**src/rtl/dtc_pkg.sv**
```systemverilog
// Shared types and field helpers for the decision-tree stream engine.
// Optional class histogram is enabled by defining DTC_CLASS_HIST_EN.
package dtc_pkg;

    typedef enum logic [1:0] {
        IDLE,
        WALK,
        DONE
    } state_t;

    localparam int HIST_W = 16;

    function automatic int feat_w(int in_w);
        return (in_w > 1) ? $clog2(in_w) : 1;
    endfunction

    function automatic int node_w(int in_w, int aw);
        return 1 + feat_w(in_w) + 2 * aw;
    endfunction

    function automatic int lo_off();
        return 0;
    endfunction

    function automatic int hi_off(int aw);
        return aw;
    endfunction

    function automatic int feat_off(int aw);
        return 2 * aw;
    endfunction

    function automatic int br_off(int in_w, int aw);
        return 2 * aw + feat_w(in_w);
    endfunction

    localparam int DEF_IN_W = 8;
    localparam int DEF_AW   = 6;
    localparam int DEF_FW   = feat_w(DEF_IN_W);

    typedef struct packed {
        logic              is_branch;
        logic [DEF_FW-1:0] feat;
        logic [DEF_AW-1:0] hi;
        logic [DEF_AW-1:0] lo;
    } node_t;

    function automatic node_t mk_node(
        logic              br,
        logic [DEF_FW-1:0] feat,
        logic [DEF_AW-1:0] hi,
        logic [DEF_AW-1:0] lo
    );
        node_t n;
        n.is_branch = br;
        n.feat      = feat;
        n.hi        = hi;
        n.lo        = lo;
        return n;
    endfunction

endpackage

```
**src/rtl/dtc_stream_engine_if.sv**
```systemverilog
// Config port plus feature-in / class-out valid/ready streams.
// Optional histogram ports (DTC_CLASS_HIST_EN) live on the top module.
interface dtc_stream_engine_if
    import dtc_pkg::*;
#(
    parameter int IN_W    = 8,
    parameter int CLS_W   = 2,
    parameter int NODE_AW = 6,
    parameter int NODE_W  = node_w(IN_W, NODE_AW)
);

    logic               cfg_we;
    logic [NODE_AW-1:0] cfg_addr;
    logic [NODE_W-1:0]  cfg_data;
    logic               cfg_ready;
    logic               in_valid;
    logic               in_ready;
    logic [IN_W-1:0]    in_data;
    logic               out_valid;
    logic               out_ready;
    logic [CLS_W-1:0]   out_class;
    logic               out_err;
    logic [NODE_AW:0]   out_hops;

    modport master (
        output cfg_we, cfg_addr, cfg_data,
        input  cfg_ready,
        output in_valid, in_data,
        input  in_ready,
        input  out_valid, out_class, out_err, out_hops,
        output out_ready
    );

    modport slave (
        input  cfg_we, cfg_addr, cfg_data,
        output cfg_ready,
        input  in_valid, in_data,
        output in_ready,
        output out_valid, out_class, out_err, out_hops,
        input  out_ready
    );

endinterface

```
**src/rtl/dtc_node_table.sv**
```systemverilog
// Node table: register array, synchronous write and clear,
// combinational read of the node currently being walked.
module dtc_node_table #(
    parameter int AW = 6,
    parameter int W  = 16
) (
    input  logic          clk,
    input  logic          rst,
    input  logic          we,
    input  logic [AW-1:0] waddr,
    input  logic [W-1:0]  wdata,
    input  logic [AW-1:0] raddr,
    output logic [W-1:0]  rdata
);

    logic [W-1:0] mem [2**AW];

    // Reset wipes the whole model; otherwise a single-entry write.
    always_ff @(posedge clk) begin
        if (rst) begin
            for (int i = 0; i < 2**AW; i++) begin
                mem[i] <= '0;
            end
        end else if (we) begin
            mem[waddr] <= wdata;
        end
    end

    assign rdata = mem[raddr];

endmodule

```
**src/rtl/dtc_stream_engine.sv**
```systemverilog
// Sequential table-driven decision-tree classifier, one node per cycle.
// Define DTC_CLASS_HIST_EN to add per-class 16-bit result counters.
module dtc_stream_engine
    import dtc_pkg::*;
#(
    parameter int IN_W     = 8,
    parameter int CLS_W    = 2,
    parameter int NODE_AW  = 6,
    parameter int MAX_HOPS = 16
) (
    input  logic clk,
    input  logic rst,
`ifdef DTC_CLASS_HIST_EN
    input  logic                          hist_clr,
    output logic [2**CLS_W*HIST_W-1:0]    hist_flat,
`endif
    dtc_stream_engine_if.slave bus
);

    localparam int FW     = feat_w(IN_W);
    localparam int NODE_W = node_w(IN_W, NODE_AW);
    localparam int HW     = NODE_AW + 1;
    localparam logic [HW-1:0] MAXH = HW'(MAX_HOPS);

    state_t state;
    state_t state_n;

    logic [IN_W-1:0]    data_q;
    logic [NODE_AW-1:0] cur;
    logic [HW-1:0]      hops;
    logic [CLS_W-1:0]   cls_q;
    logic               err_q;
    logic [HW-1:0]      hops_q;

    logic [NODE_W-1:0]  node;
    logic               n_br;
    logic [FW-1:0]      n_feat;
    logic [NODE_AW-1:0] n_hi;
    logic [NODE_AW-1:0] n_lo;
    logic               bit_v;
    logic [NODE_AW-1:0] nxt;

    logic in_rdy;
    logic accept;
    logic wr_en;
    logic load;
    logic step;
    logic fin;
    logic fin_err;

    assign n_br   = node[br_off(IN_W, NODE_AW)];
    assign n_feat = node[feat_off(NODE_AW) +: FW];
    assign n_hi   = node[hi_off(NODE_AW) +: NODE_AW];
    assign n_lo   = node[lo_off() +: NODE_AW];

    // Feature select; indices beyond the vector read as 0.
    always_comb begin
        bit_v = 1'b0;
        for (int i = 0; i < IN_W; i++) begin
            if (n_feat == FW'(i)) begin
                bit_v = data_q[i];
            end
        end
    end

    assign nxt = bit_v ? n_hi : n_lo;

    // Config wins over a same-cycle vector; table frozen while busy.
    assign in_rdy = (state == IDLE) && !bus.cfg_we;
    assign accept = bus.in_valid && in_rdy;
    assign wr_en  = bus.cfg_we && (state == IDLE);

    dtc_node_table #(
        .AW (NODE_AW),
        .W  (NODE_W)
    ) u_table (
        .clk   (clk),
        .rst   (rst),
        .we    (wr_en),
        .waddr (bus.cfg_addr),
        .wdata (bus.cfg_data),
        .raddr (cur),
        .rdata (node)
    );

    // State register.
    always_ff @(posedge clk) begin
        if (rst) begin
            state <= IDLE;
        end else begin
            state <= state_n;
        end
    end

    // Next state and datapath strobes.
    always_comb begin
        state_n = state;
        load    = 1'b0;
        step    = 1'b0;
        fin     = 1'b0;
        fin_err = 1'b0;
        unique case (state)
            IDLE: begin
                if (accept) begin
                    load    = 1'b1;
                    state_n = WALK;
                end
            end
            WALK: begin
                if (!n_br) begin
                    fin     = 1'b1;
                    state_n = DONE;
                end else if (hops == MAXH) begin
                    fin     = 1'b1;
                    fin_err = 1'b1;
                    state_n = DONE;
                end else begin
                    step = 1'b1;
                end
            end
            DONE: begin
                if (bus.out_ready) begin
                    state_n = IDLE;
                end
            end
            default: state_n = IDLE;
        endcase
    end

    // Walk registers and result capture; results hold through DONE.
    always_ff @(posedge clk) begin
        if (rst) begin
            data_q <= '0;
            cur    <= '0;
            hops   <= '0;
            cls_q  <= '0;
            err_q  <= 1'b0;
            hops_q <= '0;
        end else begin
            if (load) begin
                data_q <= bus.in_data;
                cur    <= '0;
                hops   <= '0;
            end
            if (step) begin
                cur  <= nxt;
                hops <= hops + 1'b1;
            end
            if (fin) begin
                cls_q  <= fin_err ? '0 : n_lo[CLS_W-1:0];
                err_q  <= fin_err;
                hops_q <= hops;
            end
        end
    end

    assign bus.cfg_ready = (state == IDLE);
    assign bus.in_ready  = in_rdy;
    assign bus.out_valid = (state == DONE);
    assign bus.out_class = cls_q;
    assign bus.out_err   = err_q;
    assign bus.out_hops  = hops_q;

`ifdef DTC_CLASS_HIST_EN
    logic [HIST_W-1:0] hist [2**CLS_W];

    // Saturating per-class count of good results; clear beats count.
    always_ff @(posedge clk) begin
        if (rst || hist_clr) begin
            for (int i = 0; i < 2**CLS_W; i++) begin
                hist[i] <= '0;
            end
        end else if ((state == DONE) && bus.out_ready && !err_q) begin
            if (hist[cls_q] != '1) begin
                hist[cls_q] <= hist[cls_q] + 1'b1;
            end
        end
    end

    for (genvar g = 0; g < 2**CLS_W; g++) begin : g_hist
        assign hist_flat[g*HIST_W +: HIST_W] = hist[g];
    end
`endif

endmodule

```
**src/flat_wrapper.sv**
```systemverilog
// flat-port wrapper written by rule: the top's interface ports become plain ports
module dtc_stream_engine_flat import dtc_pkg::*;
#(
    parameter int IN_W     = 8,
    parameter int CLS_W    = 2,
    parameter int NODE_AW  = 6,
    parameter int MAX_HOPS = 16
)
  (clk, rst, bus_cfg_we, bus_cfg_addr, bus_cfg_data, bus_cfg_ready, bus_in_valid, bus_in_data, bus_in_ready, bus_out_valid, bus_out_class, bus_out_err, bus_out_hops, bus_out_ready);
  dtc_stream_engine_if #(.IN_W(IN_W), .CLS_W(CLS_W), .NODE_AW(NODE_AW)) bus_i ();
  input  logic clk;
  input  logic rst;
  input wire logic [$bits(bus_i.cfg_we)-1:0] bus_cfg_we;
  input wire logic [$bits(bus_i.cfg_addr)-1:0] bus_cfg_addr;
  input wire logic [$bits(bus_i.cfg_data)-1:0] bus_cfg_data;
  output wire logic [$bits(bus_i.cfg_ready)-1:0] bus_cfg_ready;
  input wire logic [$bits(bus_i.in_valid)-1:0] bus_in_valid;
  input wire logic [$bits(bus_i.in_data)-1:0] bus_in_data;
  output wire logic [$bits(bus_i.in_ready)-1:0] bus_in_ready;
  output wire logic [$bits(bus_i.out_valid)-1:0] bus_out_valid;
  output wire logic [$bits(bus_i.out_class)-1:0] bus_out_class;
  output wire logic [$bits(bus_i.out_err)-1:0] bus_out_err;
  output wire logic [$bits(bus_i.out_hops)-1:0] bus_out_hops;
  input wire logic [$bits(bus_i.out_ready)-1:0] bus_out_ready;
  assign bus_i.cfg_we = bus_cfg_we;
  assign bus_i.cfg_addr = bus_cfg_addr;
  assign bus_i.cfg_data = bus_cfg_data;
  assign bus_cfg_ready = bus_i.cfg_ready;
  assign bus_i.in_valid = bus_in_valid;
  assign bus_i.in_data = bus_in_data;
  assign bus_in_ready = bus_i.in_ready;
  assign bus_out_valid = bus_i.out_valid;
  assign bus_out_class = bus_i.out_class;
  assign bus_out_err = bus_i.out_err;
  assign bus_out_hops = bus_i.out_hops;
  assign bus_i.out_ready = bus_out_ready;
  dtc_stream_engine #(.IN_W(IN_W), .CLS_W(CLS_W), .NODE_AW(NODE_AW), .MAX_HOPS(MAX_HOPS)) u_core (.clk(clk), .rst(rst), .bus(bus_i));
endmodule
```
**config.mk**
```make
export PLATFORM = sky130hd
export DESIGN_NAME = dtc_stream_engine_flat
export DESIGN_NICKNAME = d
export VERILOG_FILES = /design/src/rtl/dtc_pkg.sv /design/src/rtl/dtc_stream_engine_if.sv /design/src/rtl/dtc_node_table.sv /design/src/rtl/dtc_stream_engine.sv /design/src/flat_wrapper.sv
export SDC_FILE = /design/constraint.sdc
export NUM_CORES = 1
export LEC_CHECK = 0
export ABC_AREA = 1
export ABC_CLOCK_PERIOD_IN_PS = 2600
export CORE_ASPECT_RATIO = 1.75
export CORE_UTILIZATION = 31
export CTS_CLUSTER_SIZE = 16
export DETAILED_ROUTE_END_ITERATION = 12
export DONT_BUFFER_PORTS = 1
export GPL_TIMING_DRIVEN = 1
export PLACE_DENSITY = 0.45
export SETUP_SLACK_MARGIN = 0.02
export SYNTH_ARGS = -nofsm -noshare
export SYNTH_HDL_FRONTEND = slang
export SYNTH_HIERARCHICAL = 1
export SYNTH_SLANG_ARGS = --single-unit
```
**constraint.sdc**
```tcl
create_clock -name clk -period 2.6 [get_ports clk]
set_input_delay 0.39 -clock clk [delete_from_list [all_inputs] [get_ports clk]]
set_output_delay 0.39 -clock clk [all_outputs]
set_load 0.02 [all_outputs]
```
==> impl_metrics.py <==
metrics = {
    "power_and_ir_drop": {
        "p_leak_nw": 22.5,
        "p_total_mw": 37.2,
        "ir_drop_mv": 0.535,
        "power.density_nw_per_um2": 654,
    },
    "sta": {
        "skew_ns": 0.0382,
        "hold_ws_ns": -0.283,
        "slew_violations": 0,
        "report.final.hold_viol_count": 13,
        "fin_ws_ns": -0.0211,
        "fmax_mhz": 382,
        "worstMarginPinSlew_ns": 0.736,
        "setup_tns_ns": -0.0465,
        "relSlewSlack": 0.509,
        "period_share": 1.01,
        "finalSetupViolCount": 5,
        "rsz0062_at_grt": "true",
        "fin_crit_ns": 2.62,
    },
    "clock_network": {
        "clock_sinks": 1057,
        "cts_tree": "done",
        "cts_buffers": 100,
        "clock-root-buffer": "clkbuf_16",
        "cts.htree.levels": 3,
        "clkTransAtPathRegs_ns": 0.08,
        "clockBufferDepth": 3,
        "cts_hold_buf": 13,
        "insertion_delay_ns": 0.72,
    },
    "cells_and_area": {
        "area_growth_pct": 18.8,
        "final_area_um2": 57000,
        "layout.cells.non_filler": 7206,
        "multi_input_area_um2": 14800,
        "post-route-util": 0.371,
        "fillers": 15400,
        "drive_above_1_share": 0.133,
        "final-seq-area_um2": 31400,
        "nNetsFinal": 5148,
    },
    "route": {
        "ant_nets": 0,
        "dr.pass1.iters": 5,
        "wire_per_inst_um": 23.4,
        "vias": 36100,
        "viasPerCell": 5.01,
        "wl_mm": 169,
        "drcViolationCount": 0,
        "drtIter0Drc": 2589,
    },
    "floorplan": {
        "pin_count": 48,
        "die_h_um": 522,
        "core_um2": 153000,
        "rows": 190,
        "die_area_um2": 156000,
        "start_util": 0.313,
        "die_x_um": 299,
    },
    "global_route": {
        "grt_overflow_total": 0,
        "grt.total_usage": 0.214,
        "antenna_found_initial": 1,
        "grt_pass1_vias": 36300,
        "grt_pass1_wl_mm": 245,
        "grt_start_max_net_pins": 65,
    },
    "worst_setup_path": {
        "crit_type": "register to register",
        "cp.required_ns": 3.23,
        "critPathLaunch": "u_core/cur[0]$_SDFFE_PP0P_",
        "startpoint_type": "register",
        "cp_max_fo": 28,
        "arrival_ns": 3.25,
        "end_kind": "register",
        "r2r-start": "u_core/cur[0]$_SDFFE_PP0P_",
    },
    "logic_synthesis": {
        "synth.avg_cell_area_um2": 9.59,
        "ys_types": 30,
        "syn_nets": 5037,
        "syn-cell-area_um2": 47900,
        "yosysSeqAreaShare": 0.655,
        "ys_ff_latch": 1057,
        "netlist_instances": 5000,
        "synth-warning-count": 6,
    },
    "placement": {
        "portBuffers": 0,
        "post_dp_cell_area_um2": 52900,
        "preCtsSetupSlack_ns": -0.0173,
        "dpl.cell_count": 6996,
        "place_hpwl_mm": 112,
        "gp_congestion": 0.889,
    },
    "worst_hold_path": {
        "holdCritPathClass": "input port to register",
        "worstHoldStart": "rst",
    },
    "run_status": {
        "status": "complete, but fails checks",
        "violations": "hold timing, setup timing",
    },
    "run": {
        "drv_cap": 0,
    },
}
repair_timing:
action                                  CTS  global route
pin swaps                                 0             8
hold endpoints to repair                 33            13
cloned                                    4             4
gates resized for setup                  11            63
endpoints found under the setup margin   12            35
buffers inserted                          1             7
synth_stat cells:
cell type	n	share of area
o21ai_0	11	0.0011
nand3_1	890	0.093
buf_1	39	0.0031
inv_2	24	0.0019
a21oi_1	22	0.0023
nor2_1	1052	0.082
nand3b_1	1	0.00016
nor4_4	8	0.0035
clkinv_1	1	0.000078
clkbuf_1	255	0.020
buf_4	3	0.00047
inv_1	31	0.0024
nand2_2	50	0.0065
nor2_8	1	0.00042
nand2_4	1	0.00023
and2_4	1	0.00018
nor3_2	3	0.00063
nor2_2	4	0.00052
xor2_1	1	0.00018
buf_6	4	0.00094
nor3_1	8	0.00084
o211ai_1	1	0.00016
nand4_1	2	0.00026
dfxtp_1	33	0.014
buf_2	99	0.010
nand2_1	1422	0.11
edfxtp_1	1024	0.64
ha_1	2	0.00052
nand4_2	5	0.0013
o21bai_1	2	0.00031
sequential cells by signal (all words and copies together) (netlist names):
name                  count
u_core/bus.out_err        1
u_core/bus.out_hops       7
u_core/cur                6
u_core/bus.out_class      2
u_core/hops               7
u_core/data_q             8
u_core/u_table/mem     1024
u_core/state              2
worst max-delay path, cell delays in order, from the launching register on:
cell	delay [ns]
dfxtp_4	0.42
clkinv_8	0.13
buf_12	0.17
buf_12	0.16
buf_4	0.19
nand2_1	0.07
nand3_1	0.06
nand3_1	0.12
nand2_1	0.06
nand2_1	0.10
nand3_4	0.13
nand3_1	0.12
nand2_1	0.08
nand3b_1	0.25
buf_4	0.19
nand3_1	0.06
nand3_1	0.08
a21oi_1	0.13
cells by family after synthesis:
| group | count (synthesis) | synth area share |
|---|---|---|
| AO/OA/AOI/OAI | 36 | 0.00391 |
| XOR/XNOR | 1 | 0.000183 |
| adder cells (fa/ha/maj) | 2 | 0.000522 |
| buffers and inverters | 456 | 0.0391 |
| flip-flops | 1057 | 0.655 |
| AND/OR/NAND/NOR | 3448 | 0.301 |
final cells by class:
type,count,share of cell area
clock inverters,60,0.00978
flip-flops and latches,1057,0.552
multi-input cells,3487,0.260
inverters,56,0.00448
clock buffers,120,0.0480
repair buffers,409,0.0812
well taps,2016,0.0443
diodes,1,0.0000439
worst paths after layout:
kind | endpoint | slack (ns) | cells past startpoint
worst min-delay path | u_core/cur[0]$_SDFFE_PP0P_ | -0.28 | 1
worst max register to register | u_core/cur[4]$_SDFFE_PP0P_ | -0.02 | 17
worst max-delay path | u_core/cur[4]$_SDFFE_PP0P_ | -0.02 | 17
worst min register to register | u_core/hops[1]$_SDFFE_PP0P_ | 0.52 | 2
power by group:
| group | switching, mW | internal (mW) | total (mW) |
|---|---|---|---|
| Clock | 6.69 | 8.46 | 15.1 |
| Sequential | 0.183 | 19.2 | 19.3 |
| Combinational | 1.92 | 0.801 | 2.72 |
layer usage:
layer  GRT usage  part of all wire  vias to the layer above
li1            -                 -                    16900
met1       0.246              0.39                    18000
met2       0.392              0.52                      876
met3      0.0213             0.038                      277
met4       0.105             0.052                        0
met5           0                 0                        -
placed cells by master (no fill, tap or decap), types with 5 or more instances in the layout:
| cell type | instances |
|---|---|
| clkinv_1 | 20 |
| edfxtp_1 | 1024 |
| clkbuf_1 | 10 |
| buf_6 | 6 |
| nor2_1 | 1050 |
| nand3_1 | 868 |
| nor3_1 | 8 |
| inv_2 | 8 |
| o21ai_0 | 8 |
| buf_4 | 279 |
| nand2_1 | 1408 |
| bufinv_16 | 10 |
| nand3_2 | 21 |
| inv_1 | 27 |
| buf_12 | 92 |
| nor4_4 | 8 |
| nand4_2 | 5 |
| buf_16 | 9 |
| a21oi_1 | 20 |
| clkbuf_8 | 5 |
| nand2_2 | 63 |
| dfxtp_1 | 29 |
| clkbuf_16 | 109 |
| nor2_2 | 6 |
| clkinv_4 | 5 |
| dlygate4sd3_1 | 13 |
| clkinv_2 | 38 |
Power figures use the tool's default switching activity.
